===== config.mk =====
export PLATFORM = sky130hd
export DESIGN_NAME = stack_cpu_core
export DESIGN_NICKNAME = d
export VERILOG_FILES = /design/src/rtl/stack_cpu_pkg.sv /design/src/rtl/stack_cpu_core_lifo.sv /design/src/rtl/stack_cpu_core.sv
export SDC_FILE = /design/constraint.sdc
export NUM_CORES = 1
export LEC_CHECK = 0
export CAP_MARGIN = 20
export CORE_MARGIN = 2
export CORE_UTILIZATION = 50
export CTS_CLUSTER_DIAMETER = 120
export DETAILED_ROUTE_END_ITERATION = 10
export PLACE_DENSITY = 0.69
export SKIP_LAST_GASP = 1
export SLEW_MARGIN = 40
export SYNTH_ARGS = -nofsm -noshare
export SYNTH_HDL_FRONTEND = slang
export SYNTH_SLANG_ARGS = --single-unit

===== constraint.sdc =====
create_clock -name clk -period 4.4 [get_ports clk]
set_input_delay 0.44 -clock clk [delete_from_list [all_inputs] [get_ports clk]]
set_output_delay 0.44 -clock clk [all_outputs]
set_load 0.01 [all_outputs]

===== src/rtl/stack_cpu_pkg.sv =====
// stack_cpu_pkg: opcodes, controller states and fault codes shared by the stack CPU
package stack_cpu_pkg;
  localparam logic [2:0] OP_ADD = 3'b000;
  localparam logic [2:0] OP_SUB = 3'b001;
  localparam logic [2:0] OP_AND = 3'b010;
  localparam logic [2:0] OP_NOT = 3'b011;
  localparam logic [2:0] OP_PUSH = 3'b100;
  localparam logic [2:0] OP_POP = 3'b101;
  localparam logic [2:0] OP_JMP = 3'b110;
  localparam logic [2:0] OP_JZ = 3'b111;
  localparam logic [1:0] FC_NONE = 2'b00;
  localparam logic [1:0] FC_UNDER = 2'b01;
  localparam logic [1:0] FC_OVER = 2'b10;
  typedef enum logic [3:0] {FETCH, DECODE, POP1, POP2, EXEC, PUSHR, MRD, MWR, JUMP, FAULT} state_t;
endpackage


===== src/rtl/stack_cpu_core_lifo.sv =====
// stack_lifo: bounded LIFO with combinational top-of-stack, ignoring push-when-full and pop-when-empty
module stack_lifo #(
  parameter int DEPTH = 8,
  parameter int DATA_W = 8
) (
  input  logic                   clk,
  input  logic                   rst,
  input  logic                   push,
  input  logic                   pop,
  input  logic [DATA_W-1:0]      d_in,
  output logic [DATA_W-1:0]      d_out,
  output logic [$clog2(DEPTH):0] count,
  output logic                   full,
  output logic                   empty
);
  localparam int AW = $clog2(DEPTH);
  logic [DATA_W-1:0] mem [DEPTH];
  logic do_push, do_pop;
  logic [AW-1:0] top;
  always_comb begin
    full = count == (AW+1)'(DEPTH);
    empty = count == '0;
    do_push = push && !full;
    do_pop = pop && !empty && !push;
    top = AW'(count - 1'b1);
    d_out = mem[top];
  end
  always_ff @(posedge clk or negedge rst)
    if (!rst) count <= '0;
    else count <= count + (AW+1)'(do_push) - (AW+1)'(do_pop);
  always_ff @(posedge clk)
    if (do_push) mem[count[AW-1:0]] <= d_in;
endmodule


===== src/rtl/stack_cpu_core.sv =====
// stack_cpu_core: multi-cycle stack machine with ready-handshaked unified memory and sticky faults
module stack_cpu_core
  import stack_cpu_pkg::*;
#(
  parameter int DATA_W = 8,
  parameter int ADDR_W = 5,
  parameter int DEPTH = 8
) (
  input  logic                   clk,
  input  logic                   rst,
  output logic                   mem_req,
  output logic                   mem_we,
  output logic [ADDR_W-1:0]      mem_addr,
  output logic [DATA_W-1:0]      mem_wdata,
  input  logic [DATA_W-1:0]      mem_rdata,
  input  logic                   mem_ready,
  output logic [ADDR_W-1:0]      pc,
  output logic [$clog2(DEPTH):0] sp,
  output logic                   fault,
  output logic [1:0]             fault_code
);
  state_t state;
  logic [DATA_W-1:0] ir, t, n, r, alu, top;
  logic [2:0] op;
  logic [ADDR_W-1:0] a;
  logic push, pop, full, empty;
  stack_lifo #(.DEPTH(DEPTH), .DATA_W(DATA_W)) u_lifo (
    .clk(clk), .rst(rst), .push(push), .pop(pop), .d_in(r), .d_out(top),
    .count(sp), .full(full), .empty(empty)
  );
  always_comb begin
    op = ir[DATA_W-1 -: 3];
    a = ir[ADDR_W-1:0];
    alu = op == OP_ADD ? n + t : op == OP_SUB ? n - t : op == OP_AND ? n & t : ~t;
    push = state == PUSHR;
    pop = state == POP1 || state == POP2;
    mem_req = rst && (state == FETCH || state == MRD || state == MWR);
    mem_we = rst && state == MWR;
    mem_addr = !rst ? '0 : state == FETCH ? pc : a;
    mem_wdata = mem_we ? t : '0;
  end
  always_ff @(posedge clk or negedge rst)
    if (!rst) begin
      state <= FETCH;
      pc <= '0;
      ir <= '0;
      t <= '0;
      n <= '0;
      r <= '0;
      fault <= 1'b0;
      fault_code <= FC_NONE;
    end else begin
      case (state)
        FETCH: if (mem_ready) begin
          ir <= mem_rdata;
          pc <= pc + 1'b1;
          state <= DECODE;
        end
        DECODE: state <= op == OP_PUSH ? MRD : op == OP_JMP ? JUMP : POP1;
        POP1: if (empty) begin
          state <= FAULT;
          fault <= 1'b1;
          fault_code <= FC_UNDER;
        end else begin
          t <= top;
          state <= op == OP_POP ? MWR : op == OP_JZ ? JUMP : op == OP_NOT ? EXEC : POP2;
        end
        POP2: if (empty) begin
          state <= FAULT;
          fault <= 1'b1;
          fault_code <= FC_UNDER;
        end else begin
          n <= top;
          state <= EXEC;
        end
        EXEC: begin
          r <= alu;
          state <= PUSHR;
        end
        PUSHR: if (full) begin
          state <= FAULT;
          fault <= 1'b1;
          fault_code <= FC_OVER;
        end else state <= FETCH;
        MRD: if (mem_ready) begin
          r <= mem_rdata;
          state <= PUSHR;
        end
        MWR: if (mem_ready) state <= FETCH;
        JUMP: begin
          if (op == OP_JMP || t == '0) pc <= a;
          state <= FETCH;
        end
        default: state <= FAULT;
      endcase
    end
endmodule


# ---- Word-level counts from Yosys, hierarchy flattened
# Memories as Yosys holds them, arrays and structs flattened.
# Index checks and enable logic that the tools add are counted.
dict set report totals {
  register_bits 48
  ram_bits 64
  out_inout_bits 27
  word_cells 99
  mem_count 1
}
dict set report op_classes {
  n_addsub 6
  eq_ne 22
  n_mux 31
  bitwise 3
  n_reduce_logical 27
}
# memory words word_bits rd rd_ports_with_merged_regs write_ports line_no
set mem_list {}
lappend mem_list {u_lifo.mem 8 8 1 0 1 stack_cpu_core_lifo.sv:17} ;# logic [DATA_W-1:0] mem [DEPTH];
# op n
set op_table {}
lappend op_table {{$mux W4} 10}
lappend op_table {{$mux W8} 5}
lappend op_table {{$pmux W4 S9} 1}
lappend op_table {{$mux W5} 4}
lappend op_table {{$eq A4 B3 Y1 const B} 4}
lappend op_table {{$pmux W8 S2} 1}
lappend op_table {{$eq A3 B3 Y1 const B} 4}
lappend op_table {{$ne A2 B2 Y1 const B} 5}
lappend op_table {{$pmux W5 S2} 1}
lappend op_table {{$reduce_and A3 Y1} 3}
lappend op_table {{$add A8 B8 Y8} 1}
lappend op_table {{$and A8 B8 Y8} 1}
lappend op_table {{$eq A4 B2 Y1 const B} 2}
lappend op_table {{$eq A4 B4 Y1 const B} 2}
lappend op_table {{$logic_not A4 Y1} 2}
lappend op_table {{$logic_not A8 Y1} 1}
lappend op_table {{$not A8 Y8} 1}
lappend op_table {{$reduce_and A2 Y1} 4}
lappend op_table {{$sub A8 B8 Y8} 1}
lappend op_table {{$eq A3 B2 Y1 const B} 2}
lappend op_table {{$reduce_bool A2 Y1} 3}
lappend op_table {{$add A5 B1 Y5 const B} 1}
lappend op_table {{$logic_and A1 B1 Y1} 5}
lappend op_table {{$add A4 B1 Y4} 1}
lappend op_table {{other kinds (15)} 24}

# ---- Longest topological paths before layout
dict set report depth {
  ltp_word 6
  ltp_mapped 13
  ltp_nobuf 12
}

# ---- Cells and area by module
# A second synthesis with hierarchy kept.
dict set report unflattened {
  cells_unflattened 481
  hier_area_um2 5989.5
}
# module n_inst cells_each area_each_um2
set by_module_without_submodules {}
lappend by_module_without_submodules {stack_cpu_core 1 351 3145.5}
lappend by_module_without_submodules {stack_lifo 1 130 2844.0}

# ---- Least setup slack after synthesis
# OpenSTA, ideal clock, no wires.
dict set report synth_path {
  path_type {flip-flop to flip-flop}
  startpoint {register u_lifo.count[0]}
  endpoint {register n[2]}
  setup_ns 0.125
  arrival_ns 2.743
  required_ns 4.275
  slack_ns 1.533
  stages_incl_launch_ff 9
  path_buffers 3
  period_less_slack_ns 2.867
  path_cell_list {dfrtp_1 buf_1 inv_1 ha_1 clkbuf_1 clkbuf_1 mux4_2 mux2_2 mux2_2}
}
dict set report synth_via {
  elab_chain_len 3
}
# item line_no
set synth_lines {}
lappend synth_lines {{start: declaration} stack_cpu_core_lifo.sv:12} ;# output logic [$clog2(DEPTH):0] count,
lappend synth_lines {{start signal: assignment} stack_cpu_core_lifo.sv:30} ;# else count <= count + (AW+1)'(do_push) - (AW+1)'(do_pop);
lappend synth_lines {{branches (longest 3 deep; another with $mem_v2 Z8 W8)} --}
lappend synth_lines {{end signal: assignment} stack_cpu_core.sv:73} ;# n <= top;
lappend synth_lines {{end: declaration} stack_cpu_core.sv:23} ;# logic [DATA_W-1:0] ir, t, n, r, alu, top;
# Several ways; the timed one is not identified.
# A chain may end at the register's enable or synchronous reset.

# ---- Worst setup path after layout
dict set report layout_path {
  startpoint {register state[0]}
  endpoint {output mem_addr[0]}
}
dict set report layout_via {
  elab_chain_len 3
}
# item line_no
set layout_lines {}
lappend layout_lines {{start: declaration} stack_cpu_core.sv:22} ;# state_t state;
lappend layout_lines {{start signal: assignment} stack_cpu_core.sv:59} ;# DECODE: state <= op == OP_PUSH ? MRD : op == OP_JMP ? JUMP : POP1;
lappend layout_lines {{start signal: assignment} stack_cpu_core.sv:66} ;# state <= op == OP_POP ? MWR : op == OP_JZ ? JUMP : op == OP_NOT ? EXEC : POP2;
lappend layout_lines {{$logic_not A4 Y1} stack_cpu_core.sv:39} ;# mem_addr = !rst ? '0 : state == FETCH ? pc : a;
lappend layout_lines {{$mux W5 (2 in series)} stack_cpu_core.sv:39}
lappend layout_lines {{end: declaration} stack_cpu_core.sv:13} ;# output logic [ADDR_W-1:0] mem_addr,
# Every way passes these cells.

==> metrics.yaml <==
logic_synthesis:
  synth_compound_area_share_pct: 11.1
  synth_xor_area_share_pct: 1.19
  synth_top_area_cell: "edfxtp_1"
  yosysSeqAreaShare_pct: 53.2
  netlist_instances: 484
  synthTopCellsByArea: "edfxtp_1, dfrtp_1, mux4_2"
  ys_seq_elements: 112
  yosys.area_share.adder_pct: 6.78
  synthFlopType: "edfxtp_1"
  synth.distinct_cells: 56
  synth_top_area_share_pct: 32.7
  synth_top_family_by_area: "simple AND/OR/NAND/NOR gates"
  post-synth-top-count-cell: "edfxtp_1"
  syn_nets: 525
  synthSimpleGateAreaFrac_pct: 12.4
  syn_area_mm2: 0.00587
  synth.area.mux_share_pct: 11.9
  avgSynthCellArea_um2: 12.1
  netlist_top_cells_count: "edfxtp_1, dfrtp_1, nand2_1, ha_1, inv_1"
  synth-edff-count: 64
  yosysWarnings: 0
  ys_async_sr_fraction_pct: 42.9
die:
  pin_count: 38
  start_util_pct: 51.4
  rows: 39
  die_area_mm2: 0.0126
  fp.dieW_um: 112
  fp.dieH_um: 112
  core_area_mm2: 0.0114
worst_setup_path:
  path_max_fanout: 17
  crit_slowest_cell: "nor4_2"
  cp-start-kind: "register"
  rrSetupSlack_ns: 1.70
  cp.required_ns: 3.96
  rr_worst_depth: 6
  end_kind: "primary output"
  worst-endpoint-arrival_ns: 2.59
  endpoint: "mem_addr[0]"
  r2r_start: "u_lifo.count[0]$_DFF_PN0_"
  slowest_delay_ns: 0.80
  worstPathCellList: "nor4_2, mux2i_1, nor2b_1, clkdlybuf4s50_1"
  r2r_end: "n[6]$_DFFE_PN0P_"
  crit_path_start: "state[0]$_DFFE_PN0P_"
  crit_type: "reg -> out"
power:
  total_power_mw: 4.94
  power.leakage_nw: 2.52
  power_density_mw_per_mm2: 744
  ir_worst_vdd_uv: 446
cts:
  post_cts_buffers: 0
  cts_sinks: 112
  tritoncts.num_buffers: 9
  cts_tree: "built"
  clk_pin_slew_worst_paths_ns: 0.07
  clockBufferDepth: 2
  htreeDepth: 3
  cts_resized: 0
  hold_buffers: 0
  cts_root_buf: "clkbuf_16"
  clock_latency_ns: 0.35
sta:
  max_freq_ghz: 0.330
  setup_ws_ns: 1.37
  setup_viol: 0
  tns_ns: 0
  fin_crit_sh_pct: 68.9
  relSlewSlack_pct: 45.3
  hold_viol_final: 0
  slew_violations: 0
  finClkSkew_ns: 0.00717
  whs_ns: 0.0321
  min_period_ns: 3.03
  grt_setup_unrepaired: "no"
  worst_pin_slew_ns: 0.813
drt:
  wl_per_cell_um: 20.0
  drt_iter0_drc: 349
  routed_wl_um: 13200
  routed_via_density: 6.19
  post-route-drc-count: 0
  drtPass1Iterations: 6
  vias: 4087
  ant_nets: 0
global_route:
  grt_pass1_wl_um: 21200
  antenna_found_initial: 0
  grt_max_degree: 23
  grtUsageTotal_pct: 22.0
  grt-ovfl-total: 0
  grtUsageMet1_pct: 29.9
  met2_usage_pct: 34.7
  grt_pass1_vias: 4065
  globalRouteMet3Util_pct: 5.08
  grt_busiest_layer: "met2"
cells_and_area:
  syn_to_final_growth_pct: 13.1
  drive_gt1_share_pct: 13.0
  fillers: 951
  antenna_cells: 0
  fin_nets: 553
worst_hold_path:
  hold_path_class: "in -> async"
placed_design:
  dpl_worst_slack_ns: 1.60
  dpl.hpwl_um: 9470
  port_buffers: 37
  gp_congestion: 0.935
outcome:
  status: "complete, no violations"
job:
  cap_violations: 0
[metrics by stage]
stage	utilization, %	cell area, um2	std cells
finish	58.1	6640	660
global route	58.1	6640	660
CTS	58.1	6630	660
detailed placement	55.6	6350	644
global placement	55.5	6340	644
floorplan	-	5870	484
[power by group]
group,leakage [nW],internal [mW],switching [mW]
combinational,1.22,1.13,1.27
clock,0.138,0.395,0.384
sequential,1.16,1.38,0.376
total,2.52,2.91,2.03
[layout by cell type (no fill, tap or decap), types with 3 or more instances in the layout]
cell type,n
clkdlybuf4s50_1,36
mux2i_1,8
edfxtp_1,64
xnor2_1,3
fa_1,3
o22ai_1,7
clkbuf_16,9
nand2b_1,6
o21a_1,3
or3_1,6
inv_1,27
dfrtp_1,48
a21o_1,5
and4_1,3
o31ai_1,5
a31oi_1,6
nor2b_1,15
a21oi_1,24
nand4_1,3
xor2_1,4
and3_1,10
o2bb2ai_1,3
mux4_2,16
o21ai_0,26
mux2_2,23
nand2_1,30
a211oi_1,3
nand3_1,6
nor4_1,10
nor3_1,12
buf_4,3
and2_1,3
ha_1,27
nor2_1,22
[registers in the layout, indices dropped and copies added, names as in the netlist]
| signal | flops |
|---|---|
| fault | 1 |
| fault_code | 2 |
| ir | 8 |
| n | 8 |
| pc | 5 |
| r | 8 |
| state | 4 |
| t | 8 |
| u_lifo.count | 4 |
| u_lifo.mem | 64 |
[cells by family (layout without fill, tap and decap cells)]
| group | count (synthesis) | in the layout |
|---|---|---|
| XOR/XNOR | 8 | 8 |
| buffers and inverters | 50 | 83 |
| adder cells (fa/ha/maj) | 30 | 30 |
| flip-flops | 112 | 112 |
| multiplexers | 47 | 47 |
| AND/OR/NAND/NOR | 135 | 135 |
| AO/OA/AOI/OAI | 102 | 102 |
[critical path: cells and delay by family (launching register included)]
kind	cells	cell delay (ns)
buffers and inverters	1	0.55
flip-flops	1	0.58
multiplexers	1	0.16
AND/OR/NAND/NOR	2	0.94
[routing by layer]
| layer | up-vias | part of all wire [%] |
|---|---|---|
| met5 | - | 0 |
| met4 | 0 | 2.0 |
| met3 | 23 | 6.7 |
| met2 | 169 | 48 |
| met1 | 2022 | 44 |
| li1 | 1873 | - |
[area by class of cell]
cell class | count | area (um2) | share of cell area (%)
clock buffer | 9 | 225 | 3.39
clock inverter | 7 | 60.1 | 0.905
inverter | 27 | 101 | 1.53
multi-input combinational | 322 | 2560 | 38.6
sequential | 112 | 3120 | 47.0
tap | 143 | 179 | 2.70
timing repair buffer | 40 | 388 | 5.84
[worst min path at each step]
stage                                   end  from  slack (ns)  depth (start not counted)
after floorplan           fault$_DFFE_PN0P_   rst        0.14                          0
after global placement    ir[6]$_DFFE_PN0P_   rst        0.41                          1
after detailed placement   r[3]$_DFFE_PN0P_   rst        0.42                          1
after CTS                  r[3]$_DFFE_PN0P_   rst        0.03                          1
after global routing       r[3]$_DFFE_PN0P_   rst        0.06                          1
final                      r[3]$_DFFE_PN0P_   rst        0.03                          1
(Power assumes the default switching activity.)
